[src/rtl/core_run_ctrl_if.sv]
// core_run_ctrl_if -- control/status bundle between a test host and the
// core run controller.
//   master : the host side (issues start, relays core events, reads results)
//   slave  : the run controller itself
interface core_run_ctrl_if #(
   parameter int XLEN  = 32,
   parameter int CNT_W = 16
);
   // host / core -> controller
   logic              i_Start;
   logic              i_Retire;
   logic              i_Halt;
   logic              i_TohostValid;
   logic [XLEN-1:0]   i_TohostData;

   // controller -> host / core
   logic              o_CoreReset;
   logic              o_Running;
   logic              o_Done;
   logic              o_Pass;
   logic              o_Timeout;
   logic [XLEN-2:0]   o_FailCode;
   logic [CNT_W-1:0]  o_CycleCount;
   logic [CNT_W-1:0]  o_RetireCount;

   modport master (
      output i_Start, i_Retire, i_Halt, i_TohostValid, i_TohostData,
      input  o_CoreReset, o_Running, o_Done, o_Pass, o_Timeout,
             o_FailCode, o_CycleCount, o_RetireCount
   );

   modport slave (
      input  i_Start, i_Retire, i_Halt, i_TohostValid, i_TohostData,
      output o_CoreReset, o_Running, o_Done, o_Pass, o_Timeout,
             o_FailCode, o_CycleCount, o_RetireCount
   );
endinterface

[src/rtl/core_run_ctrl.sv]
// core_run_ctrl -- sequences one test run of a CPU core:
//   IDLE -> RESET (core held in reset for RESET_CYCLES) -> RUN -> DONE
// and records how the run ended (tohost pass/fail, timeout or halt),
// together with the number of cycles spent running and instructions retired.
//
// Optional feature macro: CORE_RUN_CTRL_RETIRE_CNT_EN
//   defined   : retire counter is built and reported on o_RetireCount
//   undefined : no retire counter, o_RetireCount is tied to 0, i_Retire unused
module core_run_ctrl #(
   parameter int XLEN         = 32,
   parameter int RESET_CYCLES = 2,
   parameter int MAX_CYCLES   = 50,
   parameter int CNT_W        = 16
) (
   input  logic          i_Clk,
   input  logic          i_Reset,   // asynchronous, active low
   core_run_ctrl_if.slave bus
);

   typedef enum logic [1:0] {
      S_IDLE  = 2'd0,
      S_RESET = 2'd1,
      S_RUN   = 2'd2,
      S_DONE  = 2'd3
   } state_t;

   localparam logic [CNT_W-1:0] CNT_ONE       = CNT_W'(1);
   localparam logic [CNT_W-1:0] CNT_TIMEOUT   = CNT_W'(MAX_CYCLES - 1);
   localparam logic [7:0]       RST_LAST      = 8'(RESET_CYCLES - 1);
   localparam logic [XLEN-1:0]  TOHOST_PASS   = XLEN'(1);

   state_t              state_q;
   logic [7:0]          rst_cnt_q;
   logic                core_reset_q;
   logic                pass_q;
   logic                timeout_q;
   logic [XLEN-2:0]     fail_code_q;
   logic [CNT_W-1:0]    cycle_q;
   logic [CNT_W-1:0]    cycle_d;
   logic [CNT_W-1:0]    retire_count;
   logic                start_accept;

   // A start request only matters from IDLE or DONE; it is dropped while a
   // run is being set up or is in progress.
   assign start_accept = bus.i_Start && ((state_q == S_IDLE) || (state_q == S_DONE));

   // Saturating next value of the run-cycle counter.
   assign cycle_d = (cycle_q == {CNT_W{1'b1}}) ? cycle_q : (cycle_q + CNT_ONE);

   // Run sequencer: state, core reset and result registers in one process.
   always_ff @(posedge i_Clk or negedge i_Reset) begin
      if (!i_Reset) begin
         state_q      <= S_IDLE;
         rst_cnt_q    <= '0;
         core_reset_q <= 1'b0;
         pass_q       <= 1'b0;
         timeout_q    <= 1'b0;
         fail_code_q  <= '0;
         cycle_q      <= '0;
      end else begin
         case (state_q)
            S_IDLE, S_DONE: begin
               if (start_accept) begin
                  // Fresh run: clear all results from the previous one.
                  state_q      <= S_RESET;
                  rst_cnt_q    <= '0;
                  core_reset_q <= 1'b0;
                  pass_q       <= 1'b0;
                  timeout_q    <= 1'b0;
                  fail_code_q  <= '0;
                  cycle_q      <= '0;
               end
            end

            S_RESET: begin
               if (rst_cnt_q == RST_LAST) begin
                  state_q      <= S_RUN;
                  core_reset_q <= 1'b1;
               end else begin
                  rst_cnt_q    <= rst_cnt_q + 8'd1;
               end
            end

            S_RUN: begin
               // The terminating cycle is still a counted run cycle.
               cycle_q <= cycle_d;
               if (bus.i_TohostValid) begin
                  state_q <= S_DONE;
                  if (bus.i_TohostData == TOHOST_PASS) begin
                     pass_q      <= 1'b1;
                     fail_code_q <= '0;
                  end else begin
                     pass_q      <= 1'b0;
                     fail_code_q <= bus.i_TohostData[XLEN-1:1];
                  end
               end else if (cycle_q == CNT_TIMEOUT) begin
                  state_q   <= S_DONE;
                  timeout_q <= 1'b1;
               end else if (bus.i_Halt) begin
                  // Halt without a tohost verdict is reported as a plain fail.
                  state_q     <= S_DONE;
                  pass_q      <= 1'b0;
                  timeout_q   <= 1'b0;
                  fail_code_q <= '0;
               end
            end

            default: begin
               state_q <= S_IDLE;
            end
         endcase
      end
   end

`ifdef CORE_RUN_CTRL_RETIRE_CNT_EN
   logic [CNT_W-1:0] retire_q;

   // Retired-instruction counter: cleared with each new run, counts only in RUN.
   always_ff @(posedge i_Clk or negedge i_Reset) begin
      if (!i_Reset) begin
         retire_q <= '0;
      end else if (start_accept) begin
         retire_q <= '0;
      end else if ((state_q == S_RUN) && bus.i_Retire && (retire_q != {CNT_W{1'b1}})) begin
         retire_q <= retire_q + CNT_ONE;
      end
   end

   assign retire_count = retire_q;
`else
   logic unused_retire;

   assign unused_retire = bus.i_Retire;
   assign retire_count  = '0;
`endif

   // Status flags are decoded directly from the state register.
   assign bus.o_Running     = (state_q == S_RUN);
   assign bus.o_Done        = (state_q == S_DONE);
   assign bus.o_CoreReset   = core_reset_q;
   assign bus.o_Pass        = pass_q;
   assign bus.o_Timeout     = timeout_q;
   assign bus.o_FailCode    = fail_code_q;
   assign bus.o_CycleCount  = cycle_q;
   assign bus.o_RetireCount = retire_count;

endmodule

[src/flat_wrapper.sv]
// flat-port wrapper written by rule: the top's interface ports become plain ports
module core_run_ctrl_flat 
#(
   parameter int XLEN         = 32,
   parameter int RESET_CYCLES = 2,
   parameter int MAX_CYCLES   = 50,
   parameter int CNT_W        = 16
)
  (i_Clk, i_Reset, bus_i_Start, bus_i_Retire, bus_i_Halt, bus_i_TohostValid, bus_i_TohostData, bus_o_CoreReset, bus_o_Running, bus_o_Done, bus_o_Pass, bus_o_Timeout, bus_o_FailCode, bus_o_CycleCount, bus_o_RetireCount);
  core_run_ctrl_if #(.XLEN(XLEN), .CNT_W(CNT_W)) bus_i ();
  input  logic i_Clk;
  input  logic i_Reset;
  input wire logic [$bits(bus_i.i_Start)-1:0] bus_i_Start;
  input wire logic [$bits(bus_i.i_Retire)-1:0] bus_i_Retire;
  input wire logic [$bits(bus_i.i_Halt)-1:0] bus_i_Halt;
  input wire logic [$bits(bus_i.i_TohostValid)-1:0] bus_i_TohostValid;
  input wire logic [$bits(bus_i.i_TohostData)-1:0] bus_i_TohostData;
  output wire logic [$bits(bus_i.o_CoreReset)-1:0] bus_o_CoreReset;
  output wire logic [$bits(bus_i.o_Running)-1:0] bus_o_Running;
  output wire logic [$bits(bus_i.o_Done)-1:0] bus_o_Done;
  output wire logic [$bits(bus_i.o_Pass)-1:0] bus_o_Pass;
  output wire logic [$bits(bus_i.o_Timeout)-1:0] bus_o_Timeout;
  output wire logic [$bits(bus_i.o_FailCode)-1:0] bus_o_FailCode;
  output wire logic [$bits(bus_i.o_CycleCount)-1:0] bus_o_CycleCount;
  output wire logic [$bits(bus_i.o_RetireCount)-1:0] bus_o_RetireCount;
  assign bus_i.i_Start = bus_i_Start;
  assign bus_i.i_Retire = bus_i_Retire;
  assign bus_i.i_Halt = bus_i_Halt;
  assign bus_i.i_TohostValid = bus_i_TohostValid;
  assign bus_i.i_TohostData = bus_i_TohostData;
  assign bus_o_CoreReset = bus_i.o_CoreReset;
  assign bus_o_Running = bus_i.o_Running;
  assign bus_o_Done = bus_i.o_Done;
  assign bus_o_Pass = bus_i.o_Pass;
  assign bus_o_Timeout = bus_i.o_Timeout;
  assign bus_o_FailCode = bus_i.o_FailCode;
  assign bus_o_CycleCount = bus_i.o_CycleCount;
  assign bus_o_RetireCount = bus_i.o_RetireCount;
  core_run_ctrl #(.XLEN(XLEN), .RESET_CYCLES(RESET_CYCLES), .MAX_CYCLES(MAX_CYCLES), .CNT_W(CNT_W)) u_core (.i_Clk(i_Clk), .i_Reset(i_Reset), .bus(bus_i));
endmodule
[config.mk]
export PLATFORM = sky130hd
export DESIGN_NAME = core_run_ctrl_flat
export DESIGN_NICKNAME = d
export VERILOG_FILES = /design/src/rtl/core_run_ctrl_if.sv /design/src/rtl/core_run_ctrl.sv /design/src/flat_wrapper.sv
export SDC_FILE = /design/constraint.sdc
export NUM_CORES = 1
export LEC_CHECK = 0
export CELL_PAD_IN_SITES_DETAIL_PLACEMENT = 0
export CELL_PAD_IN_SITES_GLOBAL_PLACEMENT = 1
export CORE_MARGIN = 8
export CORE_UTILIZATION = 38
export CTS_BUF_LIST = sky130_fd_sc_hd__clkbuf_4 sky130_fd_sc_hd__clkbuf_8
export CTS_CLUSTER_DIAMETER = 120
export CTS_CLUSTER_SIZE = 14
export DETAILED_ROUTE_END_ITERATION = 7
export MAX_ROUTING_LAYER = met4
export PLACE_DENSITY_LB_ADDON = 0.12
export SYNTH_ARGS = -nofsm -noshare
export SYNTH_HDL_FRONTEND = slang
export SYNTH_SLANG_ARGS = --single-unit
[constraint.sdc]
create_clock -name i_Clk -period 5 [get_ports i_Clk]
set_input_delay 1 -clock i_Clk [delete_from_list [all_inputs] [get_ports i_Clk]]
set_output_delay 1 -clock i_Clk [all_outputs]
set_load 0.03 [all_outputs]
# [Word-level counts from Yosys, hierarchy flattened]
# Cells that the tools add are included.
[op_classes] mux=29 reduce_logical=12 n_eq_ne=16 addsub=2
[ops] operator="2-to-1 mux 31 bit" count=5
[ops] operator="case mux 31 bit (2 select lines)" count=1
[ops] operator="== test 32 x 1 -> 1 bit, second input constant" count=1
[ops] operator="2-to-1 mux 16 bit" count=2
[ops] operator="case mux 16 bit (2 select lines)" count=1
[ops] operator="adder 16 x 1 -> 16 bit, second input constant" count=1
[ops] operator="== test 16 bit, second input constant" count=1
[ops] operator="== test 16 x 6 -> 1 bit, second input constant" count=1
[ops] operator="2-to-1 mux 8 bit" count=2
[ops] operator="case mux 8 bit (2 select lines)" count=1
[ops] operator="AND reduction 3 bit" count=4
[ops] operator="2-to-1 mux 2 bit" count=5
[ops] operator="adder 8 x 1 -> 8 bit, second input constant" count=1
[ops] operator="== test 8 x 1 -> 1 bit, second input constant" count=1
[ops] operator="2-to-1 mux 1 bit" count=8
[ops] operator="AND reduction 4 bit" count=2
[ops] operator="!= test 2 bit, second input constant" count=3
[ops] operator="!= test 3 bit, second input constant" count=2
[ops] operator="case mux 1 bit (2 select lines)" count=3
[ops] operator="case mux 2 bit (3 select lines)" count=1
[ops] operator="== test 2 bit, second input constant" count=2
[ops] operator="!= test 2 x 1 -> 1 bit, second input constant" count=2
[ops] operator="!= test 4 x 3 -> 1 bit, second input constant" count=1
[ops] operator="nonzero test 2 bit" count=2
[ops] operator="other kinds (6)" count=6
[word_totals] elab_cells=66 out_inout_bits=68 reg_bits=60

# [Depth between registers and ports, before layout]
# Gate-level depths: netlist (run 1).
[logic_depth] depth_word=5 ltp_mapped=9 depth_no_buf=7

# [Least setup slack after synthesis (run 1)]
# No wires, ideal clock.
[synth_timing] path_kind="input-to-reg" startpoint="input port bus_i_Start" endpoint="register u_core.cycle_q[3] (netlist: u_core.bus.o_CycleCount[3])" stages=5 required_time_ps=4904 setup_ps=96 t_arrival_ps=2002 setup_slack_ps=2903 cell_sequence="nor2b_1 o21bai_1 clkbuf_1 o311ai_0 o31ai_1"
[synth_between] elab_chain_len=3
[synth_lines] element="start, declared" line="flat_wrapper.sv:13" rtl="input wire logic [$bits(bus_i.i_Start)-1:0] bus_i_Start;"
[synth_lines] element="logical AND 1 bit" line="core_run_ctrl.sv:45" rtl="assign start_accept = bus.i_Start && ((state_q == S_IDLE) || (state_q == S_DONE));"
[synth_lines] element="!= test 2 x 1 -> 1 bit (no line)"
[synth_lines] element="AND reduction 3 bit (no line)"
[synth_lines] element="end signal, assigned" line="core_run_ctrl.sv:86" rtl="cycle_q <= cycle_d;"
[synth_lines] element="end, declared" line="core_run_ctrl.sv:38" rtl="logic [CNT_W-1:0] cycle_q;"
# Every way passes these cells.
# A chain may end at the register's enable or synchronous reset.

# [Final worst setup path (run 1)]
[layout_timing] startpoint="register u_core.state_q[0]" endpoint="output port bus_o_Running"
[layout_between] elab_chain_len=1
[layout_lines] element="start, declared" line="core_run_ctrl.sv:32" rtl="state_t state_q;"
[layout_lines] element="start signal, assigned" line="core_run_ctrl.sv:53" rtl="state_q <= S_IDLE;"
[layout_lines] element="start signal, assigned" line="core_run_ctrl.sv:65" rtl="state_q <= S_RESET;"
[layout_lines] element="start signal, assigned" line="core_run_ctrl.sv:77" rtl="state_q <= S_RUN;"
[layout_lines] element="== test 2 bit" line="core_run_ctrl.sv:138" rtl="assign bus.o_Running = (state_q == S_RUN);"
[layout_lines] element="end, declared" line="flat_wrapper.sv:19" rtl="output wire logic [$bits(bus_i.o_Running)-1:0] bus_o_Running;"
# Every way passes these cells.

==> impl_results.md, run 1 <==
- Outcome: complete, no violations
- Met1 WL: 4200 um
- Cts hold-fix bufs: 0
- Final min period: 3230 ps
- Rel. slew slack: 25.3%
- Critical Path Start Type: register
- Worst r2r dst: u_core.bus.o_FailCode[20]
- Ranking of synthesized cells by area: dfrtp_1, nand3_1, o21ai_0, inv_1, buf_4
- DIE AREA: 0.0118 mm2
- Async S/R FF share, synth: 100%
- Worst Hold Launch: u_core.bus.o_Pass
- Syn Inst Count: 359
- CP Capture Type: output port
- Initial DRC Count: 134
- Wire per inst: 16.0 um
- Root Buffer: clkbuf_8
- CTS tree: yes
- Sum of negative setup slack: 0 ps
- Hold Path End: u_core.bus.o_Pass
- Top_reg_cell synth: dfrtp_1
- Area Overhead vs Synth: 32.5%
- Routed wl met2: 3950 um
- IR drop worst, VDD: 0.000207 V
- R2r worst-path depth: 8
- Fin crit share: 64.6%
- Worst-Margin Slew: 1120 ps
- TritonRoute pass-1 iters: 4
- Hold Vio Cnt, Final: 0
- Layout fillers: 797
- Post-Syn Area: 0.00325 mm2
- Worst setup margin: 1770 ps
- CP Max Fanout: 20
- First-pass GRT wire length: 14200 um
- Crit Path Category: register to output port
- Post-synth EDFFs: 0
- Initial antenna violation count: 0
- Top cell type's share of synthesized area: 46.2%
- Worst endpoint required time: 4000 ps
- Nets: 486
- Initial Utilization: 39.4%
- Setup Fix Bufs, Post-CTS: 0
- Synth cell types: 52
- Post-synth top cells: dfrtp_1, nand3_1, inv_1
- Dpl ws: 1730 ps
- Maximum clock rate: 309 MHz
- Synthesis-stage register bit count: 60
- Clock skew: 11.5 ps
- Final ANT Viol Nets: 0
- Clock sink total: 60
- Slowest Stage Delay on Critical Path: 800 ps
- Total wire length: 8760 um
- Row Count: 33
- Pwr/cell area: 530 mW/mm2
- YS warnings: 0
- Critical path arrival: 2230 ps
- Num CTS Buffers: 9
- GRT Residual Overflow: 0
- Worst R2R Start: u_core.state_q[0]
- Avg Inst Size Synth: 9.06 um2
- Insertion delay of the later-clocked pin in the worst-skew pair: 330 ps
- MaxCap Viol Count: 0
- Clock-pin transition on the worst setup and hold timing paths: 60 ps
- Worst path cell trace: inv_1 > ha_1 > clkdlybuf4s50_1
- Buffers on Ports: 88
- Post-CTS Resized: 0
- Core box area: 0.00826 mm2
- Flop-to-flop setup slack: 2020 ps
- GRT Overall Usage: 15.5%
- Leak pwr: 1.73 nW
- Hold path depth: 1
- Met3 wire length: 480 um
- DRC Markers: 0
- Fin. max-slew vios: 0
- RSZ-0062 raised after global routing: no
- Die Ht: 109 um
- IO Count: 106
- Largest net degree at the start of global routing: 61
- Min-delay worst type: register to register
- Highest routed layer: met4
- Most common cell in the netlist: dfrtp_1
- Vias per cell: 5.28
- Die W: 109 um
- # setup viols final: 0
- CP startpoint: u_core.state_q[0]
- Post-DP HPWL: 6280 um
- H-tree depth: 3
- Number of global-route vias before repair: 2757
- Share of layout cells above drive strength 1: 6.76%
- Slowest cell on crit path: clkdlybuf4s50_1
- Cell type with the largest total area after synthesis: dfrtp_1
- Register area share after synthesis: 46.2%
- Final Wtd Congestion: 0.847
- Routed vias: 2900
- Antenna diode count: 0
- Bufs on Longest Clock Path: 2
worst max-delay path by stage:
stage | cells after the start | endpoint | slack, ps
2_1_floorplan | 5 | u_core.bus.o_CycleCount[3] | 2900
3_3_place_gp | 8 | u_core.bus.o_FailCode[15] | 1740
3_5_place_dp | 8 | u_core.bus.o_FailCode[20] | 1730
4_1_cts | 3 | bus_o_Running | 1710
5_1_grt | 3 | bus_o_Running | 1620
6_report | 3 | bus_o_Running | 1770
flip-flops by register name (all words and copies together), names as in the netlist:
signal and cells:
u_core.bus.o_FailCode 31, u_core.bus.o_CycleCount 16, u_core.rst_cnt_q 8, u_core.state_q 2, u_core.bus.o_CoreReset 1, u_core.bus.o_Pass 1
u_core.bus.o_Timeout 1
cells in the final DEF (no fill, tap or decap), drive strengths merged, types with 4 or more instances in the layout:
cell and n:
a21oi 8, a22o 4, buf 4, clkbuf 13, clkdlybuf4s50 87, conb 16
dfrtp 60, ha 8, inv 40, nand2 21, nand2b 7, nand3 44
nor2 10, nor3 5, nor4 12, o21ai 41, o22ai 4, o311ai 7
o31ai 9, o41ai 5
where the power goes:
part | internal, mW | switching (mW)
logic | 0.420 | 0.782
registers | 0.607 | 0.0790
clock network | 0.214 | 0.185
per-stage QoR:
step                std cells  total power [mW]  hold WS [ps]  utilization (%)  instance area, um2
finish                    549              2.29           512             52.2                4310
global route              549              2.46           542             52.2                4310
CTS                       549              2.31           515             52.2                4310
detailed placement        534              1.91           500             50.1                4140
global placement          534              1.91           490             50.1                4140
floorplan                 374              1.48           472                -                3310
kinds of logic (layout without fill, tap and decap cells):
logic type                 after synthesis  in the layout  share of synthesized area (%)
DFF                                     60             60                           46.2
muxes                                    4              4                           1.35
adders and majority gates                8              8                           3.08
and+or+nand+nor                        122            122                           20.8
other                                    1             16                          0.115
AOI/OAI and AO/OA                       88             88                           17.4
buffers and inverters                   76            146                           11.1
routing by layer:
layer | vias to the layer above | global-route usage, %
met5 | - | -
met3 | 12 | 3.09
met1 | 1390 | 20.9
met4 | 0 | 5.57
li1 | 1402 | -
met2 | 96 | 22.4
worst max-delay path: cells and delay by family (launching register included):
| kind | cells | cell delay, ps |
|---|---|---|
| adders and majority gates | 1 | 600 |
| buffers and inverters | 2 | 870 |
| DFF | 1 | 430 |
area by class of cell:
type                    instances  area [um2]  area share [%]
clock inverters                 2        10.0           0.232
multi-input cells             238        1450            33.7
well taps                     105         131            3.05
repair buffers                 91         898            20.8
clock buffers                  13         166            3.86
flip-flops and latches         60        1500            34.8
inverters                      40         150            3.48
(Power assumes the default switching activity.)
==> inputs of run 2 (changes only) <==
--- a/config.mk
+++ b/config.mk
@@ -8,7 +8,7 @@
 export CELL_PAD_IN_SITES_DETAIL_PLACEMENT = 0
 export CELL_PAD_IN_SITES_GLOBAL_PLACEMENT = 1
 export CORE_MARGIN = 8
-export CORE_UTILIZATION = 38
+export CORE_UTILIZATION = 35
 export CTS_BUF_LIST = sky130_fd_sc_hd__clkbuf_4 sky130_fd_sc_hd__clkbuf_8
 export CTS_CLUSTER_DIAMETER = 120
 export CTS_CLUSTER_SIZE = 14
==> constraint.sdc (replaced) <==
create_clock -name i_Clk -period 3.1 [get_ports i_Clk]
set_input_delay 0.62 -clock i_Clk [delete_from_list [all_inputs] [get_ports i_Clk]]
set_output_delay 0.62 -clock i_Clk [all_outputs]
set_load 0.03 [all_outputs]
==> impl_results.md, run 2 (synthesis gave the netlist of run 1 again) <==
- Outcome: complete, no violations
- Storage cell area: 0.00150 mm2 (unchanged)
- Slowest Stage Delay on Critical Path: 710 ps (-90 ps)
- GRT Overall Usage: 14.9% (-0.56 points)
- Wire per inst: 16.0 um (+0.49%)
- Worst endpoint required time: 2480 ps (-1520 ps)
- Hold Vio Cnt, Final: 0 (unchanged)
- Insertion delay of the later-clocked pin in the worst-skew pair: 330 ps (about the same)
- RSZ-0062 raised after global routing: no
- Seq pwr share: 29.5% (-0.5 points)
- Share of layout cells above drive strength 1: 7.80% (+1.0 points)
- First-pass GRT wire length: 14800 um (+4.3%)
- Fin crit share: 82.6%
- # setup viols final: 0 (unchanged)
- Die W: 112 um (+3.6%)
- Most frequent cells in the layout: clkdlybuf4s50_1, dfrtp_1, nand3_1
- IR drop worst, VDD: 0.000318 V (+54%)
- Post-DP HPWL: 6470 um (+3.0%)
- Nets: 491 (+1.0%)
- Bufs on Longest Clock Path: 2 (unchanged)
- CP Max Fanout: 19 (-5.0%)
- Area of the multi-input gates: 0.00145 mm2 (unchanged)
- GRT Residual Overflow: 0 (unchanged)
- Largest net degree at the start of global routing: 61 (unchanged)
- DIE AREA: 0.0126 mm2 (+7.3%)
- Area Overhead vs Synth: 34.3%
- Clock sink total: 60 (unchanged)
- Row Count: 35 (+6.1%)
- DRC Markers: 0 (unchanged)
- Initial DRC Count: 102 (-24%)
- Crit Path Category: register to output port
- Leak pwr: 1.76 nW (+1.7%)
- Clock skew: 8.65 ps (-2.84 ps)
- Post-layout util: 48.0% (-4.2 points)
- Antenna diode count: 0 (unchanged)
- Worst-Margin Slew: 812 ps (-309 ps)
- Min-delay worst type: input pin to async pin
- CP Capture Type: output port
- Layout fillers: 896 (+12%)
- Fin cells: 560 (+2.0%)
- Cts hold-fix bufs: 0 (unchanged)
- Final ANT Viol Nets: 0 (unchanged)
- Dpl cells: 545 (+2.1%)
- IO Count: 106 (unchanged)
- Largest register FFs: 31 (unchanged)
- Pwr/cell area: 861 mW/mm2 (+62%)
- Initial antenna violation count: 0 (unchanged)
- Switching share of power: 45.4% (-0.32 points)
- Critical path arrival: 1940 ps (-290 ps)
- TritonRoute pass-1 iters: 4 (unchanged)
- H-tree depth: 3 (unchanged)
- Pwr Total: 3.76 mW (+64%)
- Root Buffer: clkbuf_8
- Final Wtd Congestion: 0.812 (-4.1%)
- Maximum clock rate: 390 MHz
- Combinational power share: 53.2% (+0.6 points)
- Internal Power: 2.05 mW (+65%)
- Leading cell type in the layout, fill and taps excluded: clkdlybuf4s50_1
- Post-CTS Resized: 0 (unchanged)
- Routed vias: 2835 (-2.2%)
- Worst path top cell family by delay: buffers and inverters
- Number of global-route vias before repair: 2794 (+1.3%)
- Core box area: 0.00911 mm2 (+10%)
- Num CTS Buffers: 9 (unchanged)
- Initial Utilization: 35.7% (-3.7 points)
- Clock-pin transition on the worst setup and hold timing paths: 70 ps (about the same)
- MaxCap Viol Count: 0 (unchanged)
- Sum of buffers and inverters on the critical path: 3 (+1)
- CTS tree: yes
- Setup Fix Bufs, Post-CTS: 0 (unchanged)
- Sum of negative setup slack: 0 ps (unchanged)
- Buffers on Ports: 88 (unchanged)
- Die Ht: 112 um (+3.6%)
- Final min period: 2560 ps
- Rel. slew slack: 45.8% (+21 points)
- Psw: 1.71 mW (+63%)
- Slowest cell on crit path: clkdlybuf4s50_1
- Total wire length: 8980 um (+2.5%)
- Worst path cell trace: inv_1 > ha_1 > buf_4 > clkdlybuf4s50_1
- Vias per cell: 5.06 (-4.2%)
- Critical Path Start Type: register
- Fin. max-slew vios: 0 (unchanged)
- Clock power share: 17.3% (about the same)
==> run 2: cell count changes in the layout (fill, tap and decap cells not counted) <==
cell / change
buf_12: +1
buf_4: +4
==> run 2: routing by layer <==
metal  vias up  part of all wire [%]  GRT usage, %
li1       1419                     -             -
met1      1329                    50          20.0
met2        73                    44          21.5
met3        14                   4.3          3.17
met4         0                   1.7          5.76
met5         -                     0             -
==> run 2: worst reg2reg max path, delay by kind of cell, from the launching register on <==
family | cells | cell delay, ps
AOI/OAI and AO/OA | 2 | 600
adders and majority gates | 1 | 320
buffers and inverters | 2 | 340
DFF | 1 | 420
muxes | 1 | 290
and+or+nand+nor | 2 | 360
==> run 2: cell type report <==
| type | count | area share [%] |
|---|---|---|
| Sequential cell | 60 | 34.4 |
| Multi-Input combinational cell | 238 | 33.3 |
| Timing Repair Buffer | 96 | 21.7 |
| Clock buffer | 13 | 3.81 |
| Inverter | 40 | 3.44 |
| Tap cell | 111 | 3.18 |
| Clock inverter | 2 | 0.229 |
==> run 2: per-stage QoR <==
stage                     setup slack (ps)  hold slack (ps)  cell area [um2]
after floorplan                       1020              324             3310
after global placement                 386              490             4190
after detailed placement               384              499             4190
after CTS                              484              295             4370
after global routing                   381              316             4370
final                                  538              292             4370
==> run 2: path summary, 6_finish.rpt <==
check	from	to	slack, ps	cells past startpoint
max in group asynchronous	i_Reset	u_core.bus.o_Pass	2520	2
worst min-delay path	i_Reset	u_core.bus.o_CoreReset	290	2
worst max register to register	u_core.state_q[0]	u_core.bus.o_CycleCount[13]	640	8
worst max-delay path	u_core.state_q[0]	bus_o_Running	540	4
worst min register to register	u_core.bus.o_Pass	u_core.bus.o_Pass	510	1
min in group i_Clk	u_core.bus.o_Pass	u_core.bus.o_Pass	510	1
==> run 2: power by group through the flow <==
| stage | sequential (mW) | combinational (mW) | clock, mW |
|---|---|---|---|
| global route | 1.14 | 2.20 | 0.708 |
| CTS | 1.11 | 2.03 | 0.671 |
| global placement | 1.12 | 2.01 | 0 |
| floorplan | 1.46 | 0.930 | 0 |
| finish | 1.11 | 2.00 | 0.651 |
| detailed placement | 1.12 | 2.02 | 0 |
